## config.mk

```make
export PLATFORM = sky130hd
export DESIGN_NAME = fadd_arbiter_flat
export DESIGN_NICKNAME = d
export VERILOG_FILES = /design/src/rtl/fadd_arbiter_if.sv /design/src/rtl/fadd_arbiter.sv /design/src/flat_wrapper.sv
export SDC_FILE = /design/constraint.sdc
export NUM_CORES = 1
export LEC_CHECK = 0
export ABC_AREA = 0
export CAP_MARGIN = 20
export CORE_AREA = 10 10 161 163
export DETAILED_ROUTE_END_ITERATION = 8
export DIE_AREA = 0 0 171 173
export PLACE_DENSITY = 0.69
export SYNTH_ARGS = -nofsm -noshare
export SYNTH_HDL_FRONTEND = slang
export SYNTH_SLANG_ARGS = --single-unit
```

## constraint.sdc

```tcl
create_clock -name clk -period 4.1 [get_ports clk]
set_input_delay 0.82 -clock clk [delete_from_list [all_inputs] [get_ports clk]]
set_output_delay 0.82 -clock clk [all_outputs]
set_load 0.03 [all_outputs]
```

## src/rtl/fadd_arbiter_if.sv

```systemverilog
// Signal bundle between the requesters, the arbiter and the shared fadd unit.
// slave is the arbiter's view; master is the requester/fadd side.
interface fadd_arbiter_if #(
    parameter int NREQ = 4
);
    logic [NREQ-1:0]      req_valid;
    logic [32*NREQ-1:0]   req_x1;
    logic [32*NREQ-1:0]   req_x2;
    logic [NREQ-1:0]      req_ready;
    logic [31:0]          fadd_x1;
    logic [31:0]          fadd_x2;
    logic [31:0]          fadd_y;
    logic                 fadd_ovf;
    logic [NREQ-1:0]      resp_valid;
    logic [31:0]          resp_y;
    logic                 resp_ovf;

    modport slave (
        input  req_valid, req_x1, req_x2, fadd_y, fadd_ovf,
        output req_ready, fadd_x1, fadd_x2, resp_valid, resp_y, resp_ovf
    );

    modport master (
        output req_valid, req_x1, req_x2, fadd_y, fadd_ovf,
        input  req_ready, fadd_x1, fadd_x2, resp_valid, resp_y, resp_ovf
    );
endinterface

```

## src/rtl/fadd_arbiter.sv

```systemverilog
// Round-robin arbiter sharing one fixed-latency pipelined fadd among NREQ requesters;
// a tag/valid shift pipeline steers each result back to the requester that issued it.
module fadd_arbiter #(
    parameter int NSTAGE = 2,
    parameter int NREQ   = 4,
    parameter int TW     = (NREQ > 1) ? $clog2(NREQ) : 1
) (
    input  logic          clk,
    input  logic          rstn,
    fadd_arbiter_if.slave bus,
    output logic          busy,
    output logic [31:0]   issue_cnt
);
    logic [TW-1:0]           ptr;
    logic [TW-1:0]           ptr_next;
    logic [TW-1:0]           idx;
    logic [TW-1:0]           grant_idx;
    logic                    grant;
    logic [31:0]             sel_x1;
    logic [31:0]             sel_x2;
    logic [31:0]             x1_q;
    logic [31:0]             x2_q;
    logic [NSTAGE:0]         val;
    logic [NSTAGE:0][TW-1:0] tag;

    // Search starts at ptr and wraps; the first active requester wins.
    always_comb begin
        grant     = 1'b0;
        grant_idx = '0;
        idx       = '0;
        for (int i = 0; i < NREQ; i++) begin
            idx = TW'((int'(ptr) + i) % NREQ);
            if (!grant && bus.req_valid[idx]) begin
                grant     = 1'b1;
                grant_idx = idx;
            end
        end
        if (!rstn) begin
            grant = 1'b0;
        end
    end

    always_comb begin
        sel_x1 = '0;
        sel_x2 = '0;
        for (int i = 0; i < NREQ; i++) begin
            if (grant_idx == TW'(i)) begin
                sel_x1 = bus.req_x1[32*i +: 32];
                sel_x2 = bus.req_x2[32*i +: 32];
            end
        end
    end

    always_comb begin
        bus.req_ready = '0;
        if (grant) begin
            bus.req_ready[grant_idx] = 1'b1;
        end
    end

    assign ptr_next = (grant_idx == TW'(NREQ - 1)) ? '0 : grant_idx + TW'(1);

    // Operands hold their last value when idle; the fadd output is ignored then anyway.
    always_ff @(posedge clk or negedge rstn) begin
        if (!rstn) begin
            ptr       <= '0;
            x1_q      <= '0;
            x2_q      <= '0;
            issue_cnt <= '0;
        end else if (grant) begin
            ptr       <= ptr_next;
            x1_q      <= sel_x1;
            x2_q      <= sel_x2;
            issue_cnt <= issue_cnt + 32'd1;
        end
    end

    always_ff @(posedge clk or negedge rstn) begin
        if (!rstn) begin
            val <= '0;
            tag <= '0;
        end else begin
            val <= {val[NSTAGE-1:0], grant};
            tag <= {tag[NSTAGE-1:0], grant_idx};
        end
    end

    assign bus.fadd_x1 = x1_q;
    assign bus.fadd_x2 = x2_q;

    always_comb begin
        bus.resp_valid = '0;
        if (val[NSTAGE]) begin
            bus.resp_valid[tag[NSTAGE]] = 1'b1;
        end
    end

    assign bus.resp_y   = bus.fadd_y;
    assign bus.resp_ovf = bus.fadd_ovf;
    assign busy         = |val;
endmodule
```

## src/flat_wrapper.sv

```systemverilog
// flat-port wrapper written by rule: the top's interface ports become plain ports
module fadd_arbiter_flat 
#(
    parameter int NSTAGE = 2,
    parameter int NREQ   = 4,
    parameter int TW     = (NREQ > 1) ? $clog2(NREQ) : 1
)
  (clk, rstn, busy, issue_cnt, bus_req_valid, bus_req_x1, bus_req_x2, bus_fadd_y, bus_fadd_ovf, bus_req_ready, bus_fadd_x1, bus_fadd_x2, bus_resp_valid, bus_resp_y, bus_resp_ovf);
  fadd_arbiter_if #(.NREQ(NREQ)) bus_i ();
  input  logic clk;
  input  logic rstn;
  output logic busy;
  output logic [31:0] issue_cnt;
  input wire logic [$bits(bus_i.req_valid)-1:0] bus_req_valid;
  input wire logic [$bits(bus_i.req_x1)-1:0] bus_req_x1;
  input wire logic [$bits(bus_i.req_x2)-1:0] bus_req_x2;
  input wire logic [$bits(bus_i.fadd_y)-1:0] bus_fadd_y;
  input wire logic [$bits(bus_i.fadd_ovf)-1:0] bus_fadd_ovf;
  output wire logic [$bits(bus_i.req_ready)-1:0] bus_req_ready;
  output wire logic [$bits(bus_i.fadd_x1)-1:0] bus_fadd_x1;
  output wire logic [$bits(bus_i.fadd_x2)-1:0] bus_fadd_x2;
  output wire logic [$bits(bus_i.resp_valid)-1:0] bus_resp_valid;
  output wire logic [$bits(bus_i.resp_y)-1:0] bus_resp_y;
  output wire logic [$bits(bus_i.resp_ovf)-1:0] bus_resp_ovf;
  assign bus_i.req_valid = bus_req_valid;
  assign bus_i.req_x1 = bus_req_x1;
  assign bus_i.req_x2 = bus_req_x2;
  assign bus_i.fadd_y = bus_fadd_y;
  assign bus_i.fadd_ovf = bus_fadd_ovf;
  assign bus_req_ready = bus_i.req_ready;
  assign bus_fadd_x1 = bus_i.fadd_x1;
  assign bus_fadd_x2 = bus_i.fadd_x2;
  assign bus_resp_valid = bus_i.resp_valid;
  assign bus_resp_y = bus_i.resp_y;
  assign bus_resp_ovf = bus_i.resp_ovf;
  fadd_arbiter #(.NSTAGE(NSTAGE), .NREQ(NREQ), .TW(TW)) u_core (.clk(clk), .rstn(rstn), .bus(bus_i), .busy(busy), .issue_cnt(issue_cnt));
endmodule
```

==> impl_results.md, run 1 <==
* Clk_skew at 0.005659 ns
* Die height at about 170 um
* Post-synth ARST share at 1.000
* Initial Util at 0.2800
* DRC viols at 0
* RD Place Congestion at just under 0.9
* Port Buffers at 366
* Clock Sinks at 107
* Crit Path Category: input pin to output port
* Leakage at 4.380 nW
* Setup violations, final at 0
* DP HPWL at 21.05 mm
* Net Sw Power at around 2.7 mW
* Setup TNS at 0 ns
* Final WL at 27.51 mm
* Post-CTS setup buffer count at 0
* Core Footprint at between 0.02 and 0.025 mm^2
* Hold Crit Class: flop to flop
* Sequential cell area fraction in the yosys report at 0.4237
* Clk pin slew, worst setup/hold paths at 0.08 ns
* Die W at 171 um
* Final Hold Viols at 0
* Overall Global Routing Usage at 0.1778
* Ys Warns at 0
* Slew headroom at 0.4126
* Vias/cell at 5.061
* DRT Pass-1 Iters at 5
* Die Footprint at between 0.02 and 0.03 mm^2
* P&R area growth vs syn at 64.07%
* Num ports at 433
* DP Cell Count at 1,290
* Num CTS Buffers at 9
* CTS max path bufs at 2
* Seq pwr share at 0.273
* Syn avg cell area at between 8 and 9 um^2
* Fin nets at between 1,000 and 1,500
* Largest net degree at the start of global routing at around 130
* Status: complete, no violations
* Clock power frac at 0.153
* Routed len/inst at 21.03 um
* Tmin final at 3.912 ns
* Critical path peak fanout at 5
* Max-Cap Viols at 0
* Synth Flop Type: dfrtp_1
* Gr ovfl total at 0
* H-tree levels at 3
* Final ANT Viol Nets at 0
* Comb pwr share at 0.575
* Share of post-route cells with drive strength above 1 at 0.04995
* Post-synth EDFFs at 0
* Most frequent cells in the layout: clkdlybuf4s50_1, a21oi_1, dfrtp_1, inv_1, nor2_1
* Syn Inst Count at just over 700
* First-pass GRT wire length at between 40 and 50 mm
* Worst setup EP type: output port
* Hold buffer count at cts at 0
* Fmax at 255.6 MHz
* CTS tree: built
* Pwr dens at 586.8 mW/mm^2
* Post-route clock period utilization at 0.9541
* Cell variety after synth at 37
* Initial antenna violation count at 3
* Most common cell after layout, fill and taps aside: clkdlybuf4s50_1
* Slew @ Worst Pin at 0.8697 ns
* Mapped Nets at ~1,000
* Vias in the first global route at around 6,700
* Worst Path Required at 3.28 ns
* P_int at 3.391 mW
* Slew Viols, Final at 0
* Final Util at 0.4594
* Mapped Area at about 0.0063 mm^2
* Total number of vias at 6,620
* Rows at 55
* Arrival time at the worst endpoint at 3.09 ns
* Root buffer cell: clkbuf_16
* CP Launch Type: input pin
* VDD IR max at 294.7 uV
* RSZ-0062 raised after global routing: no
* DRT iter0 DRCs at 525
* Sw Share at 0.4426
* Non-Filler Instances at 1,308
* Yosys reg bits at between 100 and 150
* CTS resizes at 0
* Worst skew pair latency at 0.36 ns
* Hold WS at 0.3529 ns
[path summary, 6_finish.rpt]
| check | slack, ns | cells past startpoint | start | end |
|---|---|---|---|---|
| max | 0.19 | 7 | bus_req_valid[2] | bus_req_ready[1] |
| min | 0.35 | 0 | u_core.tag[2]$_DFF_PN0_ | u_core.tag[4]$_DFF_PN0_ |
| max reg2reg | 1.08 | 9 | u_core.ptr[1]$_DFFE_PN0P_ | u_core.bus.fadd_x2[0]$_DFFE_PN0P_ |
| min reg2reg | 0.35 | 0 | u_core.tag[2]$_DFF_PN0_ | u_core.tag[4]$_DFF_PN0_ |
| max in group asynchronous | 2.24 | 3 | rstn | u_core.bus.fadd_x2[23]$_DFFE_PN0P_ |
| min in group asynchronous | 0.64 | 2 | rstn | u_core.bus.fadd_x2[26]$_DFFE_PN0P_ |
[layer usage]
| metal | global-route usage | wire length, um |
|---|---|---|
| met1 | 0.2046 | 10840 |
| met2 | 0.3002 | 13810 |
| met3 | 0.06331 | 2329 |
| met4 | 0.05401 | 511 |
| met5 | 0 | 13 |
[sequential cells by signal, indices dropped and copies added, names as in the netlist]
name                cells
u_core.bus.fadd_x2     32
u_core.ptr              2
u_core.tag              6
u_core.val              3
u_core.bus.fadd_x1     32
u_core.issue_cnt       32
[stage by stage]
step / setup slack [ns] / area (um^2) / power (mW)
floorplan: 0.5062 / 6320 / 3.721
global placement: 0.2901 / 10050 / 5.144
detailed placement: 0.1818 / 10050 / 5.194
CTS: 0.1695 / 10360 / 6.162
global route: 0.02958 / 10370 / 6.474
finish: 0.1883 / 10370 / 6.084
[synthesized netlist by cell type (2+ instances only)]
cell type,number,area share
nand2_1,24,0.014
dfrtp_1,107,0.42
or3_1,2,0.0020
a21oi_1,130,0.10
and2_1,4,0.0040
and4_1,4,0.0055
and3_1,5,0.0049
ha_1,5,0.0099
nand4_1,7,0.0069
nor3_1,4,0.0032
a221oi_1,65,0.090
clkbuf_1,55,0.033
buf_2,3,0.0024
nor2_1,69,0.041
buf_4,33,0.039
xor2_1,18,0.025
nor4_1,5,0.0049
xnor2_1,13,0.018
inv_1,70,0.042
nand3_1,7,0.0055
a211o_1,64,0.089
nor4_2,6,0.012
[power by group through the flow]
stage	registers (mW)	clock network, mW	logic, mW
floorplan	2.27	0	1.45
global route	1.71	1.01	3.75
CTS	1.66	0.967	3.54
global placement	1.66	0	3.49
detailed placement	1.67	0	3.52
finish	1.66	0.930	3.50
[worst max-delay path: stages]
cell             delay, ns
clkdlybuf4s50_1       0.53
mux2_2                0.33
a221oi_1              0.45
o41a_1                0.36
ha_2                  0.30
and2_1                0.14
buf_4                 0.16
[layout make-up]
| class | instances | area, um^2 |
|---|---|---|
| antenna | 2 | 5.005 |
| clock buffer | 9 | 225.2 |
| clock inverter | 7 | 91.34 |
| fill | 2209 | 12200 |
| inverter | 71 | 266.5 |
| multi-input combinational | 445 | 2938 |
| sequential | 107 | 2678 |
| tap | 285 | 356.6 |
| timing repair buffer | 382 | 3809 |
[kinds of logic (layout without fill, tap and decap cells)]
logic type,after synthesis,in the layout,synth area share
compound gates,265,265,0.2924
buf+inv,163,469,0.1170
simple gates,143,143,0.1123
flops,107,107,0.4237
xor+xnor,31,31,0.04296
fa+ha+maj,5,5,0.009899
mux,1,1,0.001782
other cells,0,2,0
No activity file was read; power rests on OpenSTA's default activity.
==> inputs of run 2 (changes only) <==
Settings changed: ABC_CLOCK_PERIOD_IN_PS from default to 4100.
==> results of run 2 <==
No change in the layout: final DEF, timing and power equal those of run 1.
